$ cat config.mk
export PLATFORM = sky130hd
export DESIGN_NAME = fetch_stage
export DESIGN_NICKNAME = d
export VERILOG_FILES = /design/src/rtl/cpu_pkg.sv /design/src/rtl/mux2x1.sv /design/src/rtl/mux4x1.sv /design/src/rtl/next_pc_sel.sv /design/src/rtl/fetch_stage.sv
export SDC_FILE = /design/constraint.sdc
export NUM_CORES = 1
export LEC_CHECK = 0
export CAP_MARGIN = 40
export CORE_MARGIN = 10
export CORE_UTILIZATION = 42
export CTS_BUF_LIST = sky130_fd_sc_hd__clkbuf_8
export CTS_CLUSTER_SIZE = 20
export DETAILED_ROUTE_END_ITERATION = 8
export HOLD_SLACK_MARGIN = 0.06
export PLACE_DENSITY = 0.92
export SETUP_SLACK_MARGIN = 0.05
export SLEW_MARGIN = 25
export SYNTH_ARGS = -nofsm -noshare
export SYNTH_HDL_FRONTEND = slang
export SYNTH_SLANG_ARGS = --single-unit
$ cat constraint.sdc
create_clock -name clk -period 1.9 [get_ports clk]
set_input_delay 0.38 -clock clk [delete_from_list [all_inputs] [get_ports clk]]
set_output_delay 0.38 -clock clk [all_outputs]
set_load 0.01 [all_outputs]
$ cat src/rtl/cpu_pkg.sv
// ============================================================================
// Module : cpu_pkg
// Brief  : Shared widths, bubble word and fetch-state encoding for the CPU core.
// Rev    : 1.0
// ============================================================================
`default_nettype none

package cpu_pkg;
    localparam int                      PC_WIDTH    = 10;
    localparam int                      INSTR_WIDTH = 32;
    localparam logic [PC_WIDTH-1:0]     RESET_PC    = 10'd0;
    localparam logic [INSTR_WIDTH-1:0]  NOP         = 32'h0;

    typedef enum logic {
        ST_BOOT = 1'b0,
        ST_RUN  = 1'b1
    } fetch_state_t;
endpackage

`default_nettype wire

$ cat src/rtl/mux2x1.sv
// ============================================================================
// Module : mux2x1
// Brief  : Library 2:1 multiplexer.
// Rev    : 1.0
// ============================================================================
`default_nettype none

module mux2x1 #(
    parameter int WIDTH = 1
) (
    input  logic [WIDTH-1:0] i_d0,
    input  logic [WIDTH-1:0] i_d1,
    input  logic             i_sel,
    output logic [WIDTH-1:0] o_y
);
    assign o_y = i_sel ? i_d1 : i_d0;
endmodule

`default_nettype wire

$ cat src/rtl/mux4x1.sv
// ============================================================================
// Module : mux4x1
// Brief  : Library 4:1 multiplexer.
// Rev    : 1.0
// ============================================================================
`default_nettype none

module mux4x1 #(
    parameter int WIDTH = 1
) (
    input  logic [WIDTH-1:0] i_d0,
    input  logic [WIDTH-1:0] i_d1,
    input  logic [WIDTH-1:0] i_d2,
    input  logic [WIDTH-1:0] i_d3,
    input  logic [1:0]       i_sel,
    output logic [WIDTH-1:0] o_y
);
    always_comb begin
        o_y = i_d0;
        case (i_sel)
            2'd0: o_y = i_d0;
            2'd1: o_y = i_d1;
            2'd2: o_y = i_d2;
            2'd3: o_y = i_d3;
            default: o_y = i_d0;
        endcase
    end
endmodule

`default_nettype wire

$ cat src/rtl/next_pc_sel.sv
// ============================================================================
// Module : next_pc_sel
// Brief  : Priority select of the next fetch address (stall > jr > jump > branch > +1).
// Rev    : 1.0
// ============================================================================
`default_nettype none

module next_pc_sel
    import cpu_pkg::*;
#(
    parameter int W = cpu_pkg::PC_WIDTH
) (
    input  logic         i_stall,
    input  logic         i_jr,
    input  logic         i_jump,
    input  logic         i_pcsrc,
    input  logic [W-1:0] i_pc_q,
    input  logic [W-1:0] i_branch_target,
    input  logic [W-1:0] i_jaddress,
    input  logic [W-1:0] i_jr_target,
    output logic [W-1:0] o_pc_plus1,
    output logic [W-1:0] o_pc_next,
    output logic         o_redirect
);
    logic [1:0]   w_flow_sel;
    logic [W-1:0] w_flow_pc;

    // Wraps modulo 2^W by construction of the W-bit sum.
    assign o_pc_plus1 = i_pc_q + {{(W-1){1'b0}}, 1'b1};

    always_comb begin
        w_flow_sel = 2'd0;
        if (i_jr)
            w_flow_sel = 2'd3;
        else if (i_jump)
            w_flow_sel = 2'd2;
        else if (i_pcsrc)
            w_flow_sel = 2'd1;
    end

    mux4x1 #(.WIDTH(W)) u_flow_mux (
        .i_d0  (o_pc_plus1),
        .i_d1  (i_branch_target),
        .i_d2  (i_jaddress),
        .i_d3  (i_jr_target),
        .i_sel (w_flow_sel),
        .o_y   (w_flow_pc)
    );

    mux2x1 #(.WIDTH(W)) u_stall_mux (
        .i_d0  (w_flow_pc),
        .i_d1  (i_pc_q),
        .i_sel (i_stall),
        .o_y   (o_pc_next)
    );

    assign o_redirect = ~i_stall & (i_jr | i_jump | i_pcsrc);
endmodule

`default_nettype wire

$ cat src/rtl/fetch_stage.sv
// ============================================================================
// Module : fetch_stage
// Brief  : Instruction-fetch stage with PC, boot FSM and IF/ID pipeline register.
// Rev    : 1.0
// ============================================================================
`default_nettype none

module fetch_stage
    import cpu_pkg::*;
#(
    parameter int                           PC_WIDTH    = cpu_pkg::PC_WIDTH,
    parameter int                           INSTR_WIDTH = cpu_pkg::INSTR_WIDTH,
    parameter logic [PC_WIDTH-1:0]          RESET_PC    = cpu_pkg::RESET_PC,
    parameter logic [INSTR_WIDTH-1:0]       NOP         = cpu_pkg::NOP
) (
    input  logic                    clk,
    input  logic                    rst,
    input  logic                    stall,
    input  logic                    PCSrc,
    input  logic [PC_WIDTH-1:0]     branchTarget,
    input  logic                    jump,
    input  logic [PC_WIDTH-1:0]     jaddress,
    input  logic                    jr,
    input  logic [PC_WIDTH-1:0]     jrTarget,
    output logic [PC_WIDTH-1:0]     imem_addr,
    input  logic [INSTR_WIDTH-1:0]  imem_data,
    output logic [INSTR_WIDTH-1:0]  instruction_ID,
    output logic [PC_WIDTH-1:0]     PCPlus1_ID,
    output logic                    valid_ID
);
    fetch_state_t           r_state;
    fetch_state_t           w_state_d;
    logic                   w_boot;
    logic [PC_WIDTH-1:0]    r_pc_q;
    logic [PC_WIDTH-1:0]    w_pc_plus1;
    logic [PC_WIDTH-1:0]    w_pc_run;
    logic [PC_WIDTH-1:0]    w_pc_next;
    logic                   w_redirect;

    next_pc_sel #(.W(PC_WIDTH)) u_next_pc_sel (
        .i_stall         (stall),
        .i_jr            (jr),
        .i_jump          (jump),
        .i_pcsrc         (PCSrc),
        .i_pc_q          (r_pc_q),
        .i_branch_target (branchTarget),
        .i_jaddress      (jaddress),
        .i_jr_target     (jrTarget),
        .o_pc_plus1      (w_pc_plus1),
        .o_pc_next       (w_pc_run),
        .o_redirect      (w_redirect)
    );

    always_ff @(posedge clk or negedge rst) begin
        if (!rst)
            r_state <= ST_BOOT;
        else
            r_state <= w_state_d;
    end

    always_comb begin
        w_state_d = r_state;
        w_boot    = 1'b0;
        case (r_state)
            ST_BOOT: begin
                w_boot    = 1'b1;
                w_state_d = ST_RUN;
            end
            ST_RUN:  w_state_d = ST_RUN;
            default: w_state_d = ST_BOOT;
        endcase
    end

    // BOOT overrides every control input, which also covers the held-in-reset case.
    assign w_pc_next = w_boot ? RESET_PC : w_pc_run;
    assign imem_addr = w_pc_next;

    always_ff @(posedge clk or negedge rst) begin
        if (!rst)
            r_pc_q <= RESET_PC;
        else
            r_pc_q <= w_pc_next;
    end

    always_ff @(posedge clk or negedge rst) begin
        if (!rst) begin
            instruction_ID <= NOP;
            PCPlus1_ID     <= '0;
            valid_ID       <= 1'b0;
        end else if (w_boot || w_redirect) begin
            instruction_ID <= NOP;
            PCPlus1_ID     <= '0;
            valid_ID       <= 1'b0;
        end else if (!stall) begin
            instruction_ID <= imem_data;
            PCPlus1_ID     <= w_pc_plus1;
            valid_ID       <= 1'b1;
        end
    end
endmodule

`default_nettype wire

Yosys cells after proc, flatten, opt, wreduce, memory -nomap -nowiden
Index checks and enable logic that the tools add are counted.
{ "op_classes": {"addsub": 1, "mux": 13, "shift": 0, "n_eq_ne": 4, "div": 0, "reduce_logical": 2, "bitwise_logic": 4, "n_lt_le_gt_ge": 0, "mul": 0} }
{ "op_table": {"columns": ["cell", "count"], "rows": [
  ["2-to-1 mux 32 bit", 2],
  ["2-to-1 mux 10 bit", 4],
  ["one-hot mux 10 bit (4 select lines)", 1],
  ["adder 10 x 1 -> 10 bit (second input constant)", 1],
  ["equality test 2 bit (second input constant)", 2],
  ["2-to-1 mux 1 bit", 4],
  ["2-to-1 mux 2 bit", 2],
  ["equality test 2 x 1 -> 1 bit (second input constant)", 1],
  ["zero test 2 bit", 1],
  ["inequality test 2 x 1 -> 1 bit (second input constant)", 1],
  ["bitwise OR 1 bit", 2],
  ["bitwise AND 1 bit", 1],
  ["logical OR 1 bit", 1],
  ["NOT 1 bit", 1]
]} }
{ "totals": {"regBits": 54, "word_cells": 29, "mem_count": 0, "romBits": 0, "latchBits": 0, "in_bits": 68, "ram_bits": 0} }

Depth between registers and ports, before layout
Gate-level depths: netlist of run 1.
{ "logic_depth": {"word_depth": 7, "mapped_depth": 6, "depth_no_buf": 5} }

Modules after synthesis
From an unflattened synthesis of run 1, not the netlist that was laid out.
{ "unflattened": {"hier_cells": 213, "area_unflattened_um2": 2713.9} }
{ "by_module_without_submodules": {"columns": ["module", "cells_per_inst", "area_each_um2", "instances"], "rows": [
  ["fetch_stage", 163, 2137.0, 1],
  ["mux4x1", 12, 241.5, 1],
  ["next_pc_sel", 27, 173.9, 1],
  ["mux2x1", 11, 161.4, 1]
]} }

Worst setup path before layout of run 1
Ideal clock, no wire load.
{ "synth_timing": {"path_type": "register -> output", "from": "register r_pc_q[0]", "to": "output imem_addr[8]", "path_stages_with_launch": 6, "required_ns": 1.520, "path_slack_ns": -0.005, "arrival_time_ns": 1.525, "path_cell_list": "dfrtp_1 ha_1 nand3_1 nor3_2 mux2i_1 a211oi_1"} }
{ "synth_via": {"elab_chain_len": 4} }
{ "synth_lines": {"columns": ["item", "line", "rtl"], "rows": [
  ["start: declaration", "fetch_stage.sv:34", "logic [PC_WIDTH-1:0] r_pc_q;"],
  ["start signal: assignment", "fetch_stage.sv:82", "r_pc_q <= w_pc_next;"],
  ["adder 10 x 1 -> 10 bit", "next_pc_sel.sv:29", "assign o_pc_plus1 = i_pc_q + {{(W-1){1'b0}}, 1'b1};"],
  ["one-hot mux 10 bit (4 select lines)", "mux4x1.sv:20", "case (i_sel)"],
  ["2-to-1 mux 10 bit", "mux2x1.sv:16", "assign o_y = i_sel ? i_d1 : i_d0;"],
  ["2-to-1 mux 10 bit", "fetch_stage.sv:75", "assign w_pc_next = w_boot ? RESET_PC : w_pc_run;"],
  ["end: declaration", "fetch_stage.sv:25", "output logic [PC_WIDTH-1:0] imem_addr,"]
]} }
No other way between the ends.

Final worst setup path of run 1
{ "layout_timing": {"from": "register r_pc_q[1]", "to": "output imem_addr[6]"} }
Same word-level chain as after synthesis.

==> results of run 1 <==
[sequential cells by signal, indices dropped and copies added (netlist names)]
signal,cells
r_pc_q,10
r_state,1
instruction_ID,32
PCPlus1_ID,10
valid_ID,1
[cell families (layout without fill, tap and decap cells)]
group	Yosys count	count (layout)	share of synthesized area [%]
AO/OA/AOI/OAI	87	87	26.0
flip-flops	54	54	53.9
AND/OR/NAND/NOR	49	49	10.6
buffers and inverters	26	193	5.74
XOR/XNOR	8	8	2.79
adder cells (fa/ha/maj)	1	1	0.499
other	1	1	0.149
multiplexers	1	1	0.399
[area by class of cell]
cell class,count,area share [%]
Clock buffer,6,1.91
Clock inverter,2,0.290
Inverter,7,0.609
Multi-Input combinational cell,147,25.2
Sequential cell,54,31.3
Tap cell,75,2.17
Timing Repair Buffer,178,38.5
[routing by layer]
layer / global-route usage, % / routed length, microns / vias to the layer above
li1: - / - / 1169
met1: 19.3 / 3330 / 1181
met2: 30.2 / 4260 / 131
met3: 5.83 / 750 / 15
met4: 5.48 / 158 / 0
met5: 0 / 0 / -
[power by group]
part	leakage [nW]	switching (mW)	internal, mW	total [mW]
sequential	0.739	0.0265	1.18	1.20
combinational	1.13	0.205	0.292	0.496
clock	0.0472	0.358	0.293	0.651
total	1.92	0.589	1.76	2.35
[repair_timing]
item | 4_1_cts | 5_1_grt
pin swaps | 23 | 11
resized for setup | 82 | 7
endpoints found under the setup margin | 42 | 11
buffers inserted | 17 | 1
[critical path: cells and delay by family (launching register included)]
kind | cells | cell delay (ns)
simple gates | 2 | 0.21
buf+inv | 2 | 0.28
flops | 1 | 0.41
fa+ha+maj | 1 | 0.24
compound gates | 2 | 0.35
[worst min-delay path by stage]
stage | start | endpoint | cells after the start | slack (ns)
global route | rst | PCPlus1_ID[5]$_DFFE_PN0P_ | 1 | 0.14
detailed placement | rst | PCPlus1_ID[1]$_DFFE_PN0P_ | 1 | 0.44
CTS | rst | PCPlus1_ID[5]$_DFFE_PN0P_ | 1 | 0.11
finish | rst | r_pc_q[0]$_DFF_PN0_ | 1 | 0.09
global placement | rst | valid_ID$_DFFE_PN0P_ | 1 | 0.43
floorplan | rst | PCPlus1_ID[0]$_DFFE_PN0P_ | 0 | 0.08
[synthesized netlist by cell type (4+ instances only)]
library cell	count
inv_1	7
clkbuf_1	8
nand3_1	5
nand2_1	24
dfrtp_1	54
a22o_1	32
buf_2	4
o21ai_0	17
buf_6	5
xnor2_1	5
a21oi_1	12
==> metrics.txt, run 1 <==
Die Wd=97.3 microns; register area share after synthesis=53.9%; mapped cell area=0.00251 sq mm; unrepaired setup endpoints after global routing=true; Crit. End Element=output port; DRT Pass-1 Iters=4; Cell Area, Placed=0.00404 sq mm; multi-input logic area=0.00109 sq mm; largest area contributor in the netlist=dfrtp_1; Worst slew margin=57.5%; Final HPWL DP=6390 microns; CP Capture Point=imem_addr[6]; post-route non-filler standard cell count=469; Setup CP Type=reg2out; DRC Markers=0; pwr dens=545 mW/mm^2; Layout Nets=462; clk sinks=54; Initial Util=42.9%; P_leak=1.92 nW; final worst setup slack=-0.286 ns; Worst path slowest cell=dfrtp_1; EDFF count, synth=0; setup TNS=-2.13 ns; hold_ws=0.0897 ns; Core Area=0.00585 sq mm; H-tree depth=2; r2r setup slk=-0.24 ns; # setup viols final=11; vias in the first global route=2,563; clock buffer depth=2; Max IR drop VDD=0.329 mV; Die Area=0.00946 sq mm; sequential cell area=0.00135 sq mm; Async SR Flop Fraction=100%; row count=28; DR iter-0 viols=117; Slew @ Worst Pin=0.637 ns; Util after Layout=73.8%; cell area after layout=0.00432 sq mm; DR vias=2,496; Root Driver=clkbuf_8; first-pass GRT wire length=13,600 microns; Synth Instances=227; final worst-path cycle share=115%; Synth Register Bits=54; clk slew on worst S/H paths=0.09 ns; Avg WL per Cell=18.1 microns; most frequent cells in the layout=104 x clkdlybuf4s50_1, 53 x dfrtp_1, 50 x buf_4; CP dominant cell by count=buf_6; Yosys top cell area share=53.9%; Hold-fix buffers, CTS=0; worst hold-check path type=in2async; violated checks=negative setup slack; largest net degree at the start of global routing=33; Ys Warns=0; number of distinct library cells after synthesis=46; Overall Power=2.35 mW; maximum clock rate=457 MHz; Via density=5.32; Max stage delay on crit path=0.41 ns; CTS tree=done; post-synth net total=296; DIE HEIGHT=97.3 microns; initial antenna violation count=0; ys flop type=dfrtp_1; drt total wl=8490 microns; clk_skew=0.00498 ns; critical path arrival=1.81 ns; worst-skew pair later-pin latency=0.30 ns; Synth Area per Inst=11.1 sq um; Top Ports=121; pre-CTS setup slack=-0.978 ns; most common cell after layout, fill and taps aside=clkdlybuf4s50_1; Final Hold Viols=0; synth top area cells=dfrtp_1 54%, a22o_1 11%, nand2_1 3.6%; PortBufs=120; worst endpoint required time=1.52 ns; TritonCTS Buffers=5; max_cap viols=0; GPL Wtd Cong=0.877; Max Slew Vio Count=0; n_diodes=0; CP Launch Type=flop; R2R Path Start=r_pc_q[1]$_DFF_PN0_; status=complete, but fails checks; # fillers=405; Cell Chain, Critical Path=ha_2 > nand3_4 > buf_6 > nor2_4 > a32oi_1 > o221a_2 > buf_6; Setup crit start=r_pc_q[1]$_DFF_PN0_; layout cells sized above 1=25.6%; grt ovf=0; cell count after placement=443; area delta synth->final=72.0%; crit-path max FO=3; worst flop-to-flop path endpoint=PCPlus1_ID[7]$_DFFE_PN0P_; gr usage total=17.3%; crit path time final=2.19 ns; FF-to-FF path depth=12; remaining antenna violation count=0
Power figures use the tool's default switching activity.
==> run 2: changes to the inputs <==
CORE_MARGIN = not set   (was 10)
SLEW_MARGIN = not set   (was 25)
==> run 2 against run 1 <==
Effect of this change:
- the flow still finishes with violations (negative setup slack)
- cell count grew 0.64%
- via count grew 3.6%
- critical endpoint is now imem_addr[9]
- non-clock buffer count grew 6
- clock-buffer cell count shrank 1
- highest routed layer unchanged
==> metrics.txt, run 2 (synthesis gave the netlist of run 1 again) <==
status=complete, but fails checks; violated checks=negative setup slack; CP top delay family=simple AND/OR/NAND/NOR gates; Worst slew margin=62.8%; final worst-path cycle share=116%; clk slew on worst S/H paths=0.10 ns; Initial Util=44.5%; Die Wd=79.3 microns; met2 usage=46.5%; r2r setup slk=0.09 ns; largest net degree at the start of global routing=44; Top Ports=121; cell area after layout=0.00441 sq mm; clock buffer depth=2; Core Area=0.00564 sq mm; max_cap viols=0; Crit. End Element=output port; area delta synth->final=75.8%; Buf/Inv on CP=2; final worst setup slack=-0.311 ns; grt ovf=0; crit-path max FO=3; unrepaired setup endpoints after global routing=true; CP dominant cell by count=buf_6; M1 GR Usage=32.2%; CP Launch Type=flop; Final Hold Viols=0; Setup CP Type=reg2out; TritonCTS Buffers=5; Slew @ Worst Pin=0.558 ns; DRT Pass-1 Iters=4; PortBufs=120; top flop regs=instruction_ID x32, PCPlus1_ID x10, r_pc_q x10; Max Slew Vio Count=0; critical path arrival=1.83 ns; Root Driver=clkbuf_8; Cell Chain, Critical Path=buf_6 > nand4_1 > or3_1 > a21oi_2 > o221a_2 > buf_6; hold path cells=2; H-tree depth=2; Die Area=0.00629 sq mm; Avg WL per Cell=18.4 microns; CTS tree=done; Cell Area, Placed=0.00402 sq mm; DRC Markers=0; DR vias=2,586; DIE HEIGHT=79.3 microns; worst hold-check path type=reg2reg; Worst Hold End=valid_ID$_DFFE_PN0P_; vias in the first global route=2,621; initial antenna violation count=0; Hold Path Origin=valid_ID$_DFFE_PN0P_; most frequent cells in the layout=106 x clkdlybuf4s50_1, 53 x buf_4, 52 x dfrtp_1; Crit path depth=6; GPL Wtd Cong=0.881; hold_ws=0.497 ns; R2R Path Start=r_pc_q[1]$_DFF_PN0_; Final HPWL DP=5600 microns; Max stage delay on crit path=0.43 ns; Top reg by flops=instruction_ID; met3 Use GR=3.79%; maximum clock rate=452 MHz; drt total wl=8670 microns; crit path time final=2.21 ns; Worst path slowest cell=dfrtp_2; worst endpoint required time=1.52 ns; # setup viols final=10; first-pass GRT wire length=12,600 microns; pwr dens=549 mW/mm^2; row count=27; most used routing layer in global routing=met2; clk_skew=0.00856 ns; Overall Power=2.42 mW; Via density=5.48; Util after Layout=78.2%; DR iter-0 viols=145; setup TNS=-2.36 ns; worst flop-to-flop path endpoint=r_pc_q[4]$_DFF_PN0_; layout cells sized above 1=27.5%; Largest register FFs=32; P_leak=1.95 nW; FF-to-FF path depth=9; Max IR drop VDD=0.330 mV; Layout Nets=468; n_diodes=0; clk sinks=54; worst-skew pair later-pin latency=0.32 ns; remaining antenna violation count=0; most common cell after layout, fill and taps aside=clkdlybuf4s50_1; gr usage total=26.6%
run 2: report_power, final:
part	total, mW	internal, mW	switching, mW
Sequential	1.21	1.18	0.0306
Combinational	0.547	0.320	0.227
Clock	0.666	0.264	0.401
run 2: area by class of cell:
type                            instances  area (sq um)
Clock buffer                            5          68.8
Clock inverter                          3          23.8
Fill cell                             358          1230
Inverter                                7          28.8
Multi-Input combinational cell        147          1120
Sequential cell                        54          1350
Tap cell                               72          90.1
Timing Repair Buffer                  184          1720
run 2: worst max-delay path by stage:
stage | from | end | slack (ns)
after CTS | r_pc_q[1]$_DFF_PN0_ | imem_addr[6] | -0.27
final | r_pc_q[0]$_DFF_PN0_ | imem_addr[9] | -0.31
after floorplan | r_pc_q[0]$_DFF_PN0_ | imem_addr[8] | 0.09
after detailed placement | jump | imem_addr[3] | -0.95
after global routing | r_pc_q[1]$_DFF_PN0_ | imem_addr[9] | -0.37
after global placement | jump | imem_addr[3] | -0.90
run 2: repair_timing:
action / 4_1_cts / 5_1_grt
pin swaps: 18 / 10
endpoints found under the hold margin: 22 / 0
buffers inserted: 26 / 4
endpoints found under the setup margin: 38 / 12
gates resized for setup: 74 / 14
hold buffers: 1 / 0
run 2: per-layer routing:
layer  vias to the layer above  part of all wire [%]
li1                       1180                     -
met1                      1262                    39
met2                       127                    52
met3                        17                   6.7
met4                         0                   2.4
met5                         -                     0
run 2: stage by stage:
stage | cells | setup slack, ns
3_3_place_gp | 438 | -0.902
6_report | 472 | -0.311
3_5_place_dp | 438 | -0.954
2_1_floorplan | 227 | 0.0877
5_1_grt | 472 | -0.371
4_1_cts | 473 | -0.270
run 2: worst register-to-register path: cells and delay by family, from the launching register on:
kind,cells,cell delay (ns)
AO/OA/AOI/OAI,1,0.22
flip-flops,1,0.44
adder cells (fa/ha/maj),1,0.18
AND/OR/NAND/NOR,3,0.40
buffers and inverters,4,0.48
==> run 3: changes to the inputs <==
CELL_PAD_IN_SITES_DETAIL_PLACEMENT = 1   (was not set)
CELL_PAD_IN_SITES_GLOBAL_PLACEMENT = 1   (was not set)
CORE_UTILIZATION = 31   (was 42)
==> run 3 against run 2 <==
Effect of this change:
- the run still ends with negative setup slack left
- combinational power is 6.9% higher
- critical path depth up 1
- non-clock buffer count is 15 higher
- via count up 6.5%
- largest power group unchanged
==> metrics.txt, run 3 (synthesis gave the netlist of run 1 again) <==
status=complete, but fails checks; post-route non-filler standard cell count=517; cell area after layout=0.00464 sq mm; max_cap viols=0; Avg WL per Cell=20.9 microns; violated checks=negative setup slack; sequential cell area=0.00136 sq mm; CP top delay family=flip-flops; area delta synth->final=84.9%; Slew @ Worst Pin=0.673 ns; final worst-path cycle share=122%; TritonCTS Buffers=5; Max stage delay on crit path=0.38 ns; Die Wd=92.0 microns; Top reg by flops=instruction_ID; largest net degree at the start of global routing=44; drt total wl=10,800 microns; R2R Path Start=r_pc_q[0]$_DFF_PN0_; Max Slew Vio Count=0; CTS tree=done; initial antenna violation count=0; Layout Nets=483; maximum clock rate=432 MHz; vias in the first global route=3,071; worst-skew pair later-pin latency=0.31 ns; Crit. End Element=output port; CP Launch Type=flop; pre-CTS setup slack=-0.958 ns; Setup crit start=r_pc_q[1]$_DFF_PN0_; multi-input logic area=0.00117 sq mm; Hold-fix buffers, CTS=0; Crit path depth=7; DRT Pass-1 Iters=4; DR iter-0 viols=95; critical path arrival=1.94 ns; DIE HEIGHT=92.0 microns; clk sinks=54; n_diodes=0; Root Driver=clkbuf_8; first-pass GRT wire length=16,600 microns; Largest register FFs=32; # setup viols final=11; layout cells sized above 1=33.3%; Worst path slowest cell=dfrtp_1; clk_skew=0.0126 ns; Core Area=0.00777 sq mm; H-tree depth=2; worst hold-check path type=in2async; remaining antenna violation count=0; Die Area=0.00846 sq mm; setup TNS=-3.75 ns; Setup CP Type=reg2out; final worst setup slack=-0.417 ns; DRC Markers=0; top flop regs=instruction_ID x32, PCPlus1_ID x10, r_pc_q x10; Worst slew margin=55.2%; Cell Area, Placed=0.00411 sq mm; DR vias=2,754; clock buffer depth=2; Final Hold Viols=0; most common cell after layout, fill and taps aside=clkdlybuf4s50_1; Overall Power=2.57 mW; crit path time final=2.32 ns; Initial Util=32.3%; pwr dens=554 mW/mm^2; P_leak=2.06 nW; clk slew on worst S/H paths=0.11 ns; cell count after placement=477; Cell Chain, Critical Path=buf_4 > ha_4 > nand3_4 > nor3_4 > mux2i_1 > a211oi_2 > buf_2; hold_ws=0.0882 ns; GPL Wtd Cong=0.830; grt ovf=0; PortBufs=120; FF-to-FF path depth=12; most frequent cells in the layout=104 x clkdlybuf4s50_1, 62 x buf_4, 51 x dfrtp_1; row count=32; Max IR drop VDD=0.303 mV; Final HPWL DP=6840 microns; Util after Layout=59.7%; worst endpoint required time=1.52 ns; Via density=5.33; # fillers=832; crit-path max FO=4; unrepaired setup endpoints after global routing=true; Top Ports=121; Buf/Inv on CP=2; gr usage total=25.4%
run 3: changes by cell type in the layout (fill, tap and decap cells not counted), sizes merged:
cell           before  now
dlygate4sd3         1    0
dlygate4sd2         1    3
clkinvlp            2    1
clkbuf              6    5
clkdlybuf4s50     106  104
clkdlybuf4s15       1    2
bufinv              0    1
buf                74   90
run 3: report_power, final:
group          internal (mW)  switching [mW]
Clock                  0.389           0.388
Combinational          0.328           0.257
Sequential              1.18          0.0328
Total                   1.89           0.678
run 3: worst reg2reg max path, stage by stage (launching register included):
cell and delay (ns):
dfrtp_2 0.43, buf_6 0.12, and4_4 0.23, buf_6 0.10, nand4_1 0.17, buf_4 0.20
buf_6 0.10, buf_6 0.10, buf_6 0.10, buf_6 0.10, buf_6 0.11, xor2_2 0.13
o21ai_1 0.13
run 3: path summary, 6_finish.rpt:
path | endpoint | slack (ns)
max | imem_addr[8] | -0.42
min | r_pc_q[7]$_DFF_PN0_ | 0.09
max reg2reg | PCPlus1_ID[7]$_DFFE_PN0P_ | -0.19
min reg2reg | valid_ID$_DFFE_PN0P_ | 0.51
max in group asynchronous | instruction_ID[2]$_DFFE_PN0P_ | 1.22
min in group clk | valid_ID$_DFFE_PN0P_ | 0.51
run 3: layout make-up:
type,count,area share [%]
well taps,102,2.75
repair buffers,199,39.8
inverters,7,0.620
flip-flops and latches,54,29.2
clock buffers,5,1.48
multi-input cells,147,25.2
clock inverters,3,0.890
run 3: per-layer routing:
layer / vias up / GRT usage (%) / wire length [microns]
li1: 1211 / - / -
met1: 1396 / 29.4 / 4300
met2: 116 / 46.3 / 5680
met3: 31 / 4.56 / 486
met4: 0 / 9.77 / 367
met5: - / 0 / 0
run 3: timing repair:
item                       CTS  global route
setup endpoints to repair   43            11
resized for setup           94            16
buffers inserted            20            14
pin swaps                   32            17
